`config.mk`:
```
export PLATFORM = sky130hd
export DESIGN_NAME = univ_reg_flat
export DESIGN_NICKNAME = d
export VERILOG_FILES = /design/src/rtl/univ_reg_pkg.sv /design/src/rtl/univ_reg_if.sv /design/src/rtl/univ_reg_bit.sv /design/src/rtl/univ_reg.sv /design/src/flat_wrapper.sv
export SDC_FILE = /design/constraint.sdc
export NUM_CORES = 1
export LEC_CHECK = 0
export CAP_MARGIN = 20
export CORE_MARGIN = 2
export CORE_UTILIZATION = 45
export CTS_CLUSTER_DIAMETER = 120
export DETAILED_ROUTE_END_ITERATION = 6
export DONT_BUFFER_PORTS = 1
export PLACE_DENSITY = 0.63
export SYNTH_ARGS = -nofsm -noshare
export SYNTH_HDL_FRONTEND = slang
export SYNTH_SLANG_ARGS = --single-unit
```
`constraint.sdc`:
```
create_clock -name C -period 2 [get_ports C]
set_clock_uncertainty 0.2 [all_clocks]
set_input_delay 0.4 -clock C [delete_from_list [all_inputs] [get_ports C]]
set_output_delay 0.4 -clock C [all_outputs]
set_load 0.05 [all_outputs]
```
`src/rtl/univ_reg_pkg.sv`:
```
// Shared types for the multi-mode register: mode encoding and serial-out select.
package univ_reg_pkg;

  localparam int MODE_W = 3;

  typedef enum logic [MODE_W-1:0] {
    HOLD = 3'b000,
    LOAD = 3'b001,
    SHL  = 3'b010,
    SHR  = 3'b011,
    UP   = 3'b100,
    DN   = 3'b101,
    ROL  = 3'b110,
    ROR  = 3'b111
  } mode_t;

  // Left-moving modes present the MSB on the serial output.
  function automatic logic so_from_msb(mode_t m);
    return (m == SHL) || (m == ROL);
  endfunction

endpackage

```
`src/rtl/univ_reg_if.sv`:
```
// Control/data bundle for univ_reg; clock and reset stay plain ports.
interface univ_reg_if import univ_reg_pkg::*; #(parameter int WIDTH = 4);
  logic              EN;
  logic              CLR;
  logic [MODE_W-1:0] M;
  logic [WIDTH-1:0]  D;
  logic              SI_R;
  logic              SI_L;
  logic [WIDTH-1:0]  Q;
  logic              SO;
  logic              TC;

  modport master (output EN, CLR, M, D, SI_R, SI_L, input Q, SO, TC);
  modport slave  (input EN, CLR, M, D, SI_R, SI_L, output Q, SO, TC);
endinterface

```
`src/rtl/univ_reg_bit.sv`:
```
// One bit slice: 8:1 next-state mux with clear/enable priority and a
// flop that resets asynchronously to its own reset value RV.
module univ_reg_bit import univ_reg_pkg::*; #(
  parameter logic RV = 1'b0
) (
  input  logic  gclk,
  input  logic  grst_n,
  input  logic  en,
  input  logic  clr,
  input  mode_t mode,
  input  logic  d,
  input  logic  shl_in,
  input  logic  shr_in,
  input  logic  rol_in,
  input  logic  ror_in,
  input  logic  cnt,
  output logic  q
);

  logic q_d, q_q;

  always_comb begin
    q_d = q_q;
    if (clr) begin
      q_d = RV;
    end else if (en) begin
      case (mode)
        HOLD:    q_d = q_q;
        LOAD:    q_d = d;
        SHL:     q_d = shl_in;
        SHR:     q_d = shr_in;
        UP, DN:  q_d = cnt;
        ROL:     q_d = rol_in;
        ROR:     q_d = ror_in;
        default: q_d = q_q;
      endcase
    end
  end

  always_ff @(posedge gclk or negedge grst_n) begin
    if (!grst_n) q_q <= RV;
    else         q_q <= q_d;
  end

  assign q = q_q;

endmodule

```
`src/rtl/univ_reg.sv`:
```
// Multi-mode WIDTH-bit register: load, shift, rotate, up/down count, with
// sync clear and async reset to RESET_VAL. Shared incrementer lives here.
module univ_reg import univ_reg_pkg::*; #(
  parameter int               WIDTH     = 4,
  parameter logic [WIDTH-1:0] RESET_VAL = '0
) (
  input  logic        C,
  input  logic        R,
  univ_reg_if.slave   bus
);

  logic [WIDTH-1:0] q;
  logic [WIDTH-1:0] cnt;
  mode_t            mode;

  assign mode = mode_t'(bus.M);

  // One adder serves both directions: adding all-ones is a decrement.
  assign cnt = q + ((mode == DN) ? {WIDTH{1'b1}} : {{(WIDTH-1){1'b0}}, 1'b1});

  genvar i;
  generate
    for (i = 0; i < WIDTH; i++) begin : g_bit
      logic shl_in, shr_in, rol_in, ror_in;

      if (i == 0) begin : g_lsb
        assign shl_in = bus.SI_R;
        assign rol_in = q[WIDTH-1];
      end else begin : g_nlsb
        assign shl_in = q[i-1];
        assign rol_in = q[i-1];
      end

      if (i == WIDTH-1) begin : g_msb
        assign shr_in = bus.SI_L;
        assign ror_in = q[0];
      end else begin : g_nmsb
        assign shr_in = q[i+1];
        assign ror_in = q[i+1];
      end

      univ_reg_bit #(.RV(RESET_VAL[i])) u_bit (
        .gclk   (C),
        .grst_n (R),
        .en     (bus.EN),
        .clr    (bus.CLR),
        .mode   (mode),
        .d      (bus.D[i]),
        .shl_in (shl_in),
        .shr_in (shr_in),
        .rol_in (rol_in),
        .ror_in (ror_in),
        .cnt    (cnt[i]),
        .q      (q[i])
      );
    end
  endgenerate

  assign bus.Q  = q;
  assign bus.SO = so_from_msb(mode) ? q[WIDTH-1] : q[0];
  // Gated by R so TC stays low while reset is held.
  assign bus.TC = R & bus.EN & ~bus.CLR &
                  (((mode == UP) & (&q)) | ((mode == DN) & ~(|q)));

  always @(posedge C) begin
    if (R && bus.EN === 1'b1) assert (!$isunknown(bus.M));
  end

endmodule

```
`src/flat_wrapper.sv`:
```
// flat-port wrapper written by rule: the top's interface ports become plain ports
module univ_reg_flat import univ_reg_pkg::*;
#(
  parameter int               WIDTH     = 4,
  parameter logic [WIDTH-1:0] RESET_VAL = '0
)
  (C, R, bus_EN, bus_CLR, bus_M, bus_D, bus_SI_R, bus_SI_L, bus_Q, bus_SO, bus_TC);
  univ_reg_if #(.WIDTH(WIDTH)) bus_i ();
  input  logic C;
  input  logic R;
  input wire logic [$bits(bus_i.EN)-1:0] bus_EN;
  input wire logic [$bits(bus_i.CLR)-1:0] bus_CLR;
  input wire logic [$bits(bus_i.M)-1:0] bus_M;
  input wire logic [$bits(bus_i.D)-1:0] bus_D;
  input wire logic [$bits(bus_i.SI_R)-1:0] bus_SI_R;
  input wire logic [$bits(bus_i.SI_L)-1:0] bus_SI_L;
  output wire logic [$bits(bus_i.Q)-1:0] bus_Q;
  output wire logic [$bits(bus_i.SO)-1:0] bus_SO;
  output wire logic [$bits(bus_i.TC)-1:0] bus_TC;
  assign bus_i.EN = bus_EN;
  assign bus_i.CLR = bus_CLR;
  assign bus_i.M = bus_M;
  assign bus_i.D = bus_D;
  assign bus_i.SI_R = bus_SI_R;
  assign bus_i.SI_L = bus_SI_L;
  assign bus_Q = bus_i.Q;
  assign bus_SO = bus_i.SO;
  assign bus_TC = bus_i.TC;
  univ_reg #(.WIDTH(WIDTH), .RESET_VAL(RESET_VAL)) u_core (.C(C), .R(R), .bus(bus_i));
endmodule
```
==> results of run 1 <==
## what timing repair did
action                                 CTS  global route
endpoints found under the hold margin    4             0
setup buffers                            2             2
gates resized for setup                  4             2
cloned                                   0             0
hold buffers                             1             0
pin swaps                                2             2
setup endpoints to repair                1             1
## layer usage
layer  track usage, %  wire length, um
met4            10.00                0
met3                0              102
met1            28.90              590
met2            33.87              778
met5                0                0
## per-stage QoR
stage	setup TNS (ns)	util (%)	setup slack [ns]	area, um2
after floorplan	-0.01583	-	-0.009378	629.4
final	-0.02887	60.06	-0.02887	762.0
after global placement	0	52.37	0.06932	664.4
after detailed placement	0	52.37	0.06246	664.4
after CTS	-0.1281	58.48	-0.1281	742.0
after global routing	-0.09257	60.06	-0.09257	762.0
## cells in the mapped netlist
| library cell | instances | area [um2] |
|---|---|---|
| nor2b_4 | 1 | 13.76 |
| and2b_2 | 2 | 17.52 |
| ha_1 | 2 | 25.02 |
| a21oi_4 | 1 | 16.27 |
| mux2_2 | 1 | 11.26 |
| o211ai_1 | 3 | 22.52 |
| xor2_1 | 1 | 8.760 |
| buf_4 | 5 | 37.54 |
| a31oi_1 | 1 | 6.260 |
| nand2b_1 | 5 | 31.28 |
| buf_6 | 3 | 33.78 |
| a211oi_1 | 2 | 15.01 |
| nand3_1 | 1 | 5.000 |
| nand2_1 | 6 | 22.52 |
| a21oi_1 | 4 | 20.02 |
| dfrtp_1 | 4 | 100.1 |
| or3_4 | 1 | 11.26 |
| nand4bb_1 | 1 | 11.26 |
| or2b_1 | 1 | 7.510 |
| nor3_1 | 1 | 5.000 |
| a41oi_1 | 1 | 8.760 |
| a21o_1 | 1 | 7.510 |
| fa_1 | 1 | 20.02 |
| mux2i_1 | 2 | 20.02 |
| or2_2 | 1 | 6.260 |
| a2111oi_0 | 1 | 8.760 |
| nor4_1 | 1 | 6.260 |
| inv_1 | 1 | 3.750 |
| a2111oi_1 | 1 | 10.01 |
| a22o_1 | 2 | 17.52 |
| a221oi_1 | 1 | 8.760 |
| and3b_2 | 1 | 10.01 |
| nor3b_1 | 1 | 7.510 |
| a2111o_1 | 1 | 11.26 |
| nor2_1 | 1 | 3.750 |
| and2b_1 | 1 | 7.510 |
| and4bb_2 | 1 | 12.51 |
## cell families (layout without fill, tap and decap cells)
logic type / count (synthesis) / count (layout) / share of synthesized area (%)
AO/OA/AOI/OAI: 19 / 19 / 25.80
XOR/XNOR: 1 / 1 / 1.480
adder cells (fa/ha/maj): 3 / 3 / 7.610
buffers and inverters: 9 / 19 / 12.68
flip-flops: 4 / 4 / 16.91
multiplexers: 3 / 3 / 5.285
AND/OR/NAND/NOR: 26 / 26 / 30.23
## cell type report
| type | instances | area [um2] |
|---|---|---|
| multi-input combinational | 52 | 484.2 |
| tap | 15 | 18.77 |
| sequential | 4 | 101.3 |
| timing repair buffer | 15 | 131.4 |
| inverter | 1 | 3.754 |
| fill | 122 | 506.7 |
| clock buffer | 3 | 22.52 |
## power breakdown
part / internal [mW] / total (mW) / switching (mW)
Combinational: 0.0694 / 0.151 / 0.0818
Clock: 0.0668 / 0.0951 / 0.0283
Sequential: 0.0873 / 0.0928 / 0.00550
Total: 0.224 / 0.339 / 0.116
## critical path: stages, from the launching register on
cell     delay [ns]
dfrtp_1        0.36
buf_6          0.12
and2b_1        0.16
a41oi_2        0.15
nor3b_4        0.25
buf_12         0.16
## path summary, 6_finish.rpt
| path | from | endpoint | cells after the start |
|---|---|---|---|
| setup / recovery | u_core.g_bit[0].u_bit.q$_DFFE_PN0P_ | bus_TC | 5 |
| hold / removal | bus_CLR | u_core.g_bit[0].u_bit.q$_DFFE_PN0P_ | 3 |
| setup reg to reg | u_core.g_bit[1].u_bit.q$_DFFE_PN0P_ | u_core.g_bit[2].u_bit.q$_DFFE_PN0P_ | 6 |
| hold reg to reg | u_core.g_bit[0].u_bit.q$_DFFE_PN0P_ | u_core.g_bit[0].u_bit.q$_DFFE_PN0P_ | 4 |
| max in group asynchronous | R | u_core.g_bit[1].u_bit.q$_DFFE_PN0P_ | 1 |
| min in group asynchronous | R | u_core.g_bit[3].u_bit.q$_DFFE_PN0P_ | 1 |
==> qor.csv, run 1 <==
metric;value;unit
commonest non-fill, non-tap cells in the layout;buf_4 (12), nand2_1 (6), nand2b_1 (4), a21oi_1 (4);
cells after synthesis;65;
#FFs+latches synth;4;
power per cell area;445.1;nW/um2
Skew-Pair Late Insertion Delay;0.23;ns
area growth from synthesis to layout;28.75;%
cts bufs inserted;3;
Total GRT Usage;20.96;%
number of max-cap violations;0;
crit path max fanout;4;
relative slew slack;82.29;%
max reg flops;4;
crit path time final;2.029;ns
I/O Buffers;0;
crit path DAT;1.43;ns
Final Hold Viols;0;
layout cells sized above 1;46.67;%
Antenna Diode Count;0;
Final GP Congestion;0.8043;
area of the mapped netlist;591.8;um2
DR pass1 iterations;4;
core area;1269;um2
failing checks;setup timing;
maximum buffer depth of the clock tree;2;
max-slew violations;0;
DR vias;547;
HP Class;in2reg;
clock tree sinks;4;
Die Span Y;40.27;um
Design Power;0.3392;mW
flop2flop setup slack;0.12;ns
first-pass GRT wire length;2.235;mm
DR WL/cell;16.36;um
antenna violations before repair;0;
Placed Cells;82;
initial core utilization;46.65;%
sequential-to-total area share from yosys stat;16.91;%
Nets;93;
Worst-Margin Slew;0.2652;ns
H-tree depth;1;
Ys Warns;0;
WP data required;1.40;ns
crit path kind;reg2out;
most common cell after layout, fill and taps aside;buf_4;
Root Driver;clkbuf_4;
unrepaired setup endpoints after global routing;true;
Syn Nets;81;
DRC Markers;0;
Final WS setup;-0.02887;ns
Yosys cell types;37;
Die Area;1621;um2
# setup viols final;1;
DP HPWL;1.115;mm
endpoint kind of the worst setup timing path;output pin;
grt ovf;0;
WL final;1.472;mm
LEAKAGE;0.3330;nW
largest net degree at the start of global routing;17;
drt first-iter violations;11;
post-synthesis area per instance;9.105;um2
maximum vdd drop;172.1;uV
Fin Hold WS;0.1324;ns
status;finished, violations left;
final cell count without fillers;90;
Die X;40.27;um
IO Count;19;
CP Launch Type;flip-flop;
TritonCTS clock tree;built;
antenna-violating nets left;0;
Via-to-Cell Ratio;6.078;
# rows;13;
number of global-route vias before repair;508;
Worst-path clk slew;0.03;ns
Final period util;101.4;%
fmax;492.9;MHz
(Power assumes the default switching activity.)
==> run 2: changes to the inputs <==
--- a/config.mk
+++ b/config.mk
@@ -11,7 +11,7 @@
 export CTS_CLUSTER_DIAMETER = 120
 export DETAILED_ROUTE_END_ITERATION = 6
 export DONT_BUFFER_PORTS = 1
-export PLACE_DENSITY = 0.63
+export PLACE_DENSITY = 0.66
 export SYNTH_ARGS = -nofsm -noshare
 export SYNTH_HDL_FRONTEND = slang
 export SYNTH_SLANG_ARGS = --single-unit
==> run 2 against run 1 <==
  * The run still ends with setup timing left
  * Maximum frequency about the same
  * Critical path depth down 1
  * Die area stayed put
  * Routed wire length is 3.2% lower
  * Critical endpoint unchanged
==> qor.csv, run 2 (same netlist as run 1, synthesis figures left out) <==
metric;value;unit
critical path's top delay family;flip-flops;
critical path, cell by cell;nor4_4, a41oi_2, nor3b_4, buf_12;
WL final;1.425;mm
maximum vdd drop;150.4;uV
cts bufs inserted;3;
clock tree sinks;4;
antenna-violating nets left;0;
Worst-path clk slew;0.04;ns
CP Buf/Inv Count;1;
CP max stage delay;0.48;ns
power per cell area;450.8;nW/um2
crit path DAT;1.43;ns
number of global-route vias before repair;478;
crit path kind;reg2out;
Die X;40.27;um
core area;1269;um2
H-tree depth;1;
Final Util;57.79;%
maximum buffer depth of the clock tree;2;
DR vias;517;
Root Driver;clkbuf_4;
Skew-Pair Late Insertion Delay;0.23;ns
largest net degree at the start of global routing;17;
DP HPWL;1.003;mm
unrepaired setup endpoints after global routing;true;
IO Count;19;
number of max-cap violations;0;
DRC Markers;0;
startpoint of the lowest-slack hold path;bus_CLR;
DR pass1 iterations;4;
crit path max fanout;8;
Final WS setup;-0.02897;ns
commonest non-fill, non-tap cells in the layout;buf_4 (9), nand2_1 (6), nand2b_1 (4), a21oi_1 (4);
Via-to-Cell Ratio;6.012;
Total GRT Usage;19.29;%
# rows;13;
CP Launch Type;flip-flop;
Design Power;0.3305;mW
Fin Hold WS;0.1291;ns
most common cell after layout, fill and taps aside;buf_4;
LEAKAGE;0.3135;nW
first-pass GRT wire length;2.104;mm
Antenna Diode Count;0;
initial core utilization;46.65;%
grt ovf;0;
Fillers;118;
slowest CP cell;dfrtp_2;
Final period util;101.4;%
HP Class;in2reg;
layout cells sized above 1;45.07;%
reg2reg start;u_core.g_bit[0].u_bit.q$_DFFE_PN0P_;
status;finished, violations left;
area growth from synthesis to layout;23.89;%
relative slew slack;82.01;%
Worst setup startpoint;u_core.g_bit[1].u_bit.q$_DFFE_PN0P_;
Worst-Margin Slew;0.2699;ns
final cell count without fillers;86;
Placed Cells;80;
drt first-iter violations;7;
crit path time final;2.029;ns
WP data required;1.40;ns
max-slew violations;0;
fmax;492.9;MHz
Final GP Congestion;0.7867;
Die Area;1621;um2
TritonCTS clock tree;built;
Die Span Y;40.27;um
I/O Buffers;0;
Nets;89;
pre-CTS setup slack;0.01568;ns
antenna violations before repair;0;
failing checks;setup timing;
endpoint kind of the worst setup timing path;output pin;
DR WL/cell;16.57;um
max reg flops;4;
# setup viols final;1;
Final Hold Viols;0;
==> run 2: report_power, final <==
part	total [mW]	internal (mW)	switching, mW
Combinational	0.139	0.0624	0.0761
Clock	0.0949	0.0667	0.0282
Sequential	0.0971	0.0876	0.00948
==> run 2: layout make-up <==
type                       count  area [um2]  area share, %
sequential                     4       102.6          13.99
timing repair buffer          11       97.59          13.31
inverter                       1       3.754         0.5119
multi-input combinational     52       488.0          66.55
tap                           15       18.77          2.560
clock buffer                   3       22.52          3.072
==> run 2: layer usage <==
metal / global-route usage (%) / part of all wire, % / wire length [um] / vias to the layer above
met5: 0 / 0 / 0 / -
met4: 10.83 / 2.9 / 42 / 0
met3: 2.222 / 4.6 / 65 / 4
met2: 28.63 / 47 / 676 / 23
met1: 26.76 / 45 / 641 / 235
li1: - / - / - / 255
==> run 2: stage by stage <==
| stage | TNS [ns] | cell area [um2] |
|---|---|---|
| after floorplan | -0.01583 | 629.4 |
| final | -0.02897 | 733.2 |
| after detailed placement | 0 | 649.4 |
| after global placement | 0 | 649.4 |
| after global routing | -0.1192 | 733.2 |
| after CTS | -0.09098 | 705.7 |
==> run 2: path summary, 6_finish.rpt <==
path / end / slack (ns) / cells after the start
min in group asynchronous: u_core.g_bit[2].u_bit.q$_DFFE_PN0P_ / 0.24 / 1
worst min-delay path: u_core.g_bit[0].u_bit.q$_DFFE_PN0P_ / 0.13 / 3
worst max register to register: u_core.g_bit[2].u_bit.q$_DFFE_PN0P_ / 0.12 / 6
max in group asynchronous: u_core.g_bit[0].u_bit.q$_DFFE_PN0P_ / 1.17 / 1
worst max-delay path: bus_TC / -0.03 / 4
worst min register to register: u_core.g_bit[0].u_bit.q$_DFFE_PN0P_ / 0.42 / 3
==> run 2: repair_timing <==
| action | CTS | global route |
|---|---|---|
| setup endpoints to repair | 1 | 2 |
| pin swaps | 1 | 0 |
| hold endpoints to repair | 4 | 0 |
| hold buffers | 1 | 0 |
| resized for setup | 3 | 4 |
| setup buffers | 2 | 0 |
==> run 2: worst reg2reg max path: stages (launching register included) <==
cell      delay, ns
dfrtp_2        0.41
buf_4          0.15
fa_2           0.37
xor2_1         0.16
a211oi_1       0.21
a31oi_1        0.06
a22o_1         0.19
==> run 3: changes to the inputs <==
--- a/config.mk
+++ b/config.mk
@@ -8,6 +8,7 @@
 export CAP_MARGIN = 20
 export CORE_MARGIN = 2
 export CORE_UTILIZATION = 45
+export CTS_BUF_LIST = sky130_fd_sc_hd__clkbuf_2
 export CTS_CLUSTER_DIAMETER = 120
 export DETAILED_ROUTE_END_ITERATION = 6
 export DONT_BUFFER_PORTS = 1
==> run 3 against run 2 <==
  * The flow still finishes with violations (setup timing)
  * Worst hold slack better by 0.028 ns
  * Global-route usage stayed put
  * Total power is 7.1% lower
  * Maximum frequency is 0.93% higher
  * Flip-flop and latch count stayed put
  * Sequential power hardly changed
  * Routed wire length is 0.56% higher
  * Critical endpoint unchanged
==> qor.csv, run 3 (same netlist as run 1, synthesis figures left out) <==
metric;value;unit
antenna-violating nets left;0;
Design Power;0.3070;mW
drt first-iter violations;9;
Antenna Diode Count;0;
number of global-route vias before repair;478;
Final period util;100.5;%
maximum buffer depth of the clock tree;2;
final cell count without fillers;86;
Worst-Margin Slew;0.2708;ns
flop2flop setup slack;0.13;ns
DR pass1 iterations;4;
core area;1269;um2
cts bufs inserted;3;
number of max-cap violations;0;
Worst-path clk slew;0.05;ns
first-pass GRT wire length;2.104;mm
critical path, cell by cell;nor4_4, a41oi_2, nor3b_4, buf_12;
Die Area;1621;um2
Hold Crit Depth;3;
Hold Path End;u_core.g_bit[0].u_bit.q$_DFFE_PN0P_;
fmax;497.4;MHz
commonest non-fill, non-tap cells in the layout;buf_4 (9), nand2_1 (6), nand2b_1 (4), a21oi_1 (4);
failing checks;setup timing;
final instance area;725.7;um2
startpoint of the lowest-slack hold path;bus_CLR;
# setup viols final;1;
layout cells sized above 1;45.07;%
IO Count;19;
status;finished, violations left;
grt ovf;0;
DRC Markers;0;
Placed Cells;80;
most common cell after layout, fill and taps aside;buf_4;
power per cell area;423.0;nW/um2
crit path kind;reg2out;
relative slew slack;81.95;%
TritonCTS clock tree;built;
Total GRT Usage;19.29;%
Final Hold Viols;0;
endpoint kind of the worst setup timing path;output pin;
antenna violations before repair;0;
DR vias;518;
# rows;13;
DP HPWL;1.003;mm
unrepaired setup endpoints after global routing;true;
crit path time final;2.010;ns
CP max stage delay;0.49;ns
max-slew violations;0;
area growth from synthesis to layout;22.62;%
reg2reg start;u_core.g_bit[0].u_bit.q$_DFFE_PN0P_;
crit path DAT;1.41;ns
Root Driver;clkbuf_2;
Final GP Congestion;0.7867;
WP data required;1.40;ns
maximum vdd drop;139.0;uV
H-tree depth;1;
Final WS setup;-0.01029;ns
clock tree sinks;4;
initial core utilization;46.65;%
HP Class;in2reg;
placed cell area;649.4;um2
CP Launch Type;flip-flop;
crit path max fanout;8;
DR WL/cell;16.66;um
Die X;40.27;um
Skew-Pair Late Insertion Delay;0.20;ns
max reg flops;4;
WL final;1.433;mm
Via-to-Cell Ratio;6.023;
Die Span Y;40.27;um
I/O Buffers;0;
slowest CP cell;dfrtp_2;
Worst R2R End;u_core.g_bit[2].u_bit.q$_DFFE_PN0P_;
Nets;89;
LEAKAGE;0.3121;nW
r2r worst-path depth;6;
largest net degree at the start of global routing;17;
## run 3: how the worst max path moves through the flow
stage	to	start	depth (start not counted)
6_report	bus_TC	u_core.g_bit[1].u_bit.q$_DFFE_PN0P_	4
5_1_grt	bus_TC	u_core.g_bit[1].u_bit.q$_DFFE_PN0P_	4
3_3_place_gp	bus_TC	u_core.g_bit[0].u_bit.q$_DFFE_PN0P_	5
3_5_place_dp	bus_TC	u_core.g_bit[0].u_bit.q$_DFFE_PN0P_	5
4_1_cts	bus_TC	u_core.g_bit[0].u_bit.q$_DFFE_PN0P_	5
2_1_floorplan	bus_TC	u_core.g_bit[0].u_bit.q$_DFFE_PN0P_	4
## run 3: per-layer routing
layer	vias to the layer above	share of wire (%)	GRT usage, %	wire [um]
met2	21	47	28.63	670
met3	6	4.2	2.222	60
li1	254	-	-	-
met4	0	3.3	10.83	47
met1	237	46	26.76	654
met5	-	0	0	0
## run 3: metrics by stage
stage               setup TNS (ns)  util, %  hold slack, ns  worst slack (ns)
floorplan                 -0.01583        -        -0.09559         -0.009378
global placement                 0    51.18        -0.09543           0.03285
detailed placement               0    51.18        -0.09543           0.01568
CTS                       -0.06222    55.03          0.1557          -0.06222
global route               -0.1062    57.20          0.1736           -0.1062
finish                    -0.01029    57.20          0.1574          -0.01029
## run 3: where the power goes
part,internal [mW],switching [mW]
Clock,0.0403,0.0311
Sequential,0.0875,0.00958
Combinational,0.0624,0.0761
Total,0.190,0.117
## run 3: layout make-up
type                    count  area [um2]
clock buffers               3       15.01
fillers                   118       543.0
inverters                   1       3.754
multi-input cells          52       488.0
flip-flops and latches      4       102.6
well taps                  15       18.77
repair buffers             11       97.59
## run 3: timing repair
item	CTS	global route
pin swaps	1	0
buffers inserted	2	0
gates resized for setup	3	4
endpoints found under the setup margin	1	2
hold buffers	1	0
hold endpoints to repair	4	0
## run 3: worst max-delay path, delay by kind of cell (launching register included)
family | cells | cell delay [ns]
buffers and inverters | 1 | 0.16
flip-flops | 1 | 0.49
AND/OR/NAND/NOR | 2 | 0.47
AO/OA/AOI/OAI | 1 | 0.08
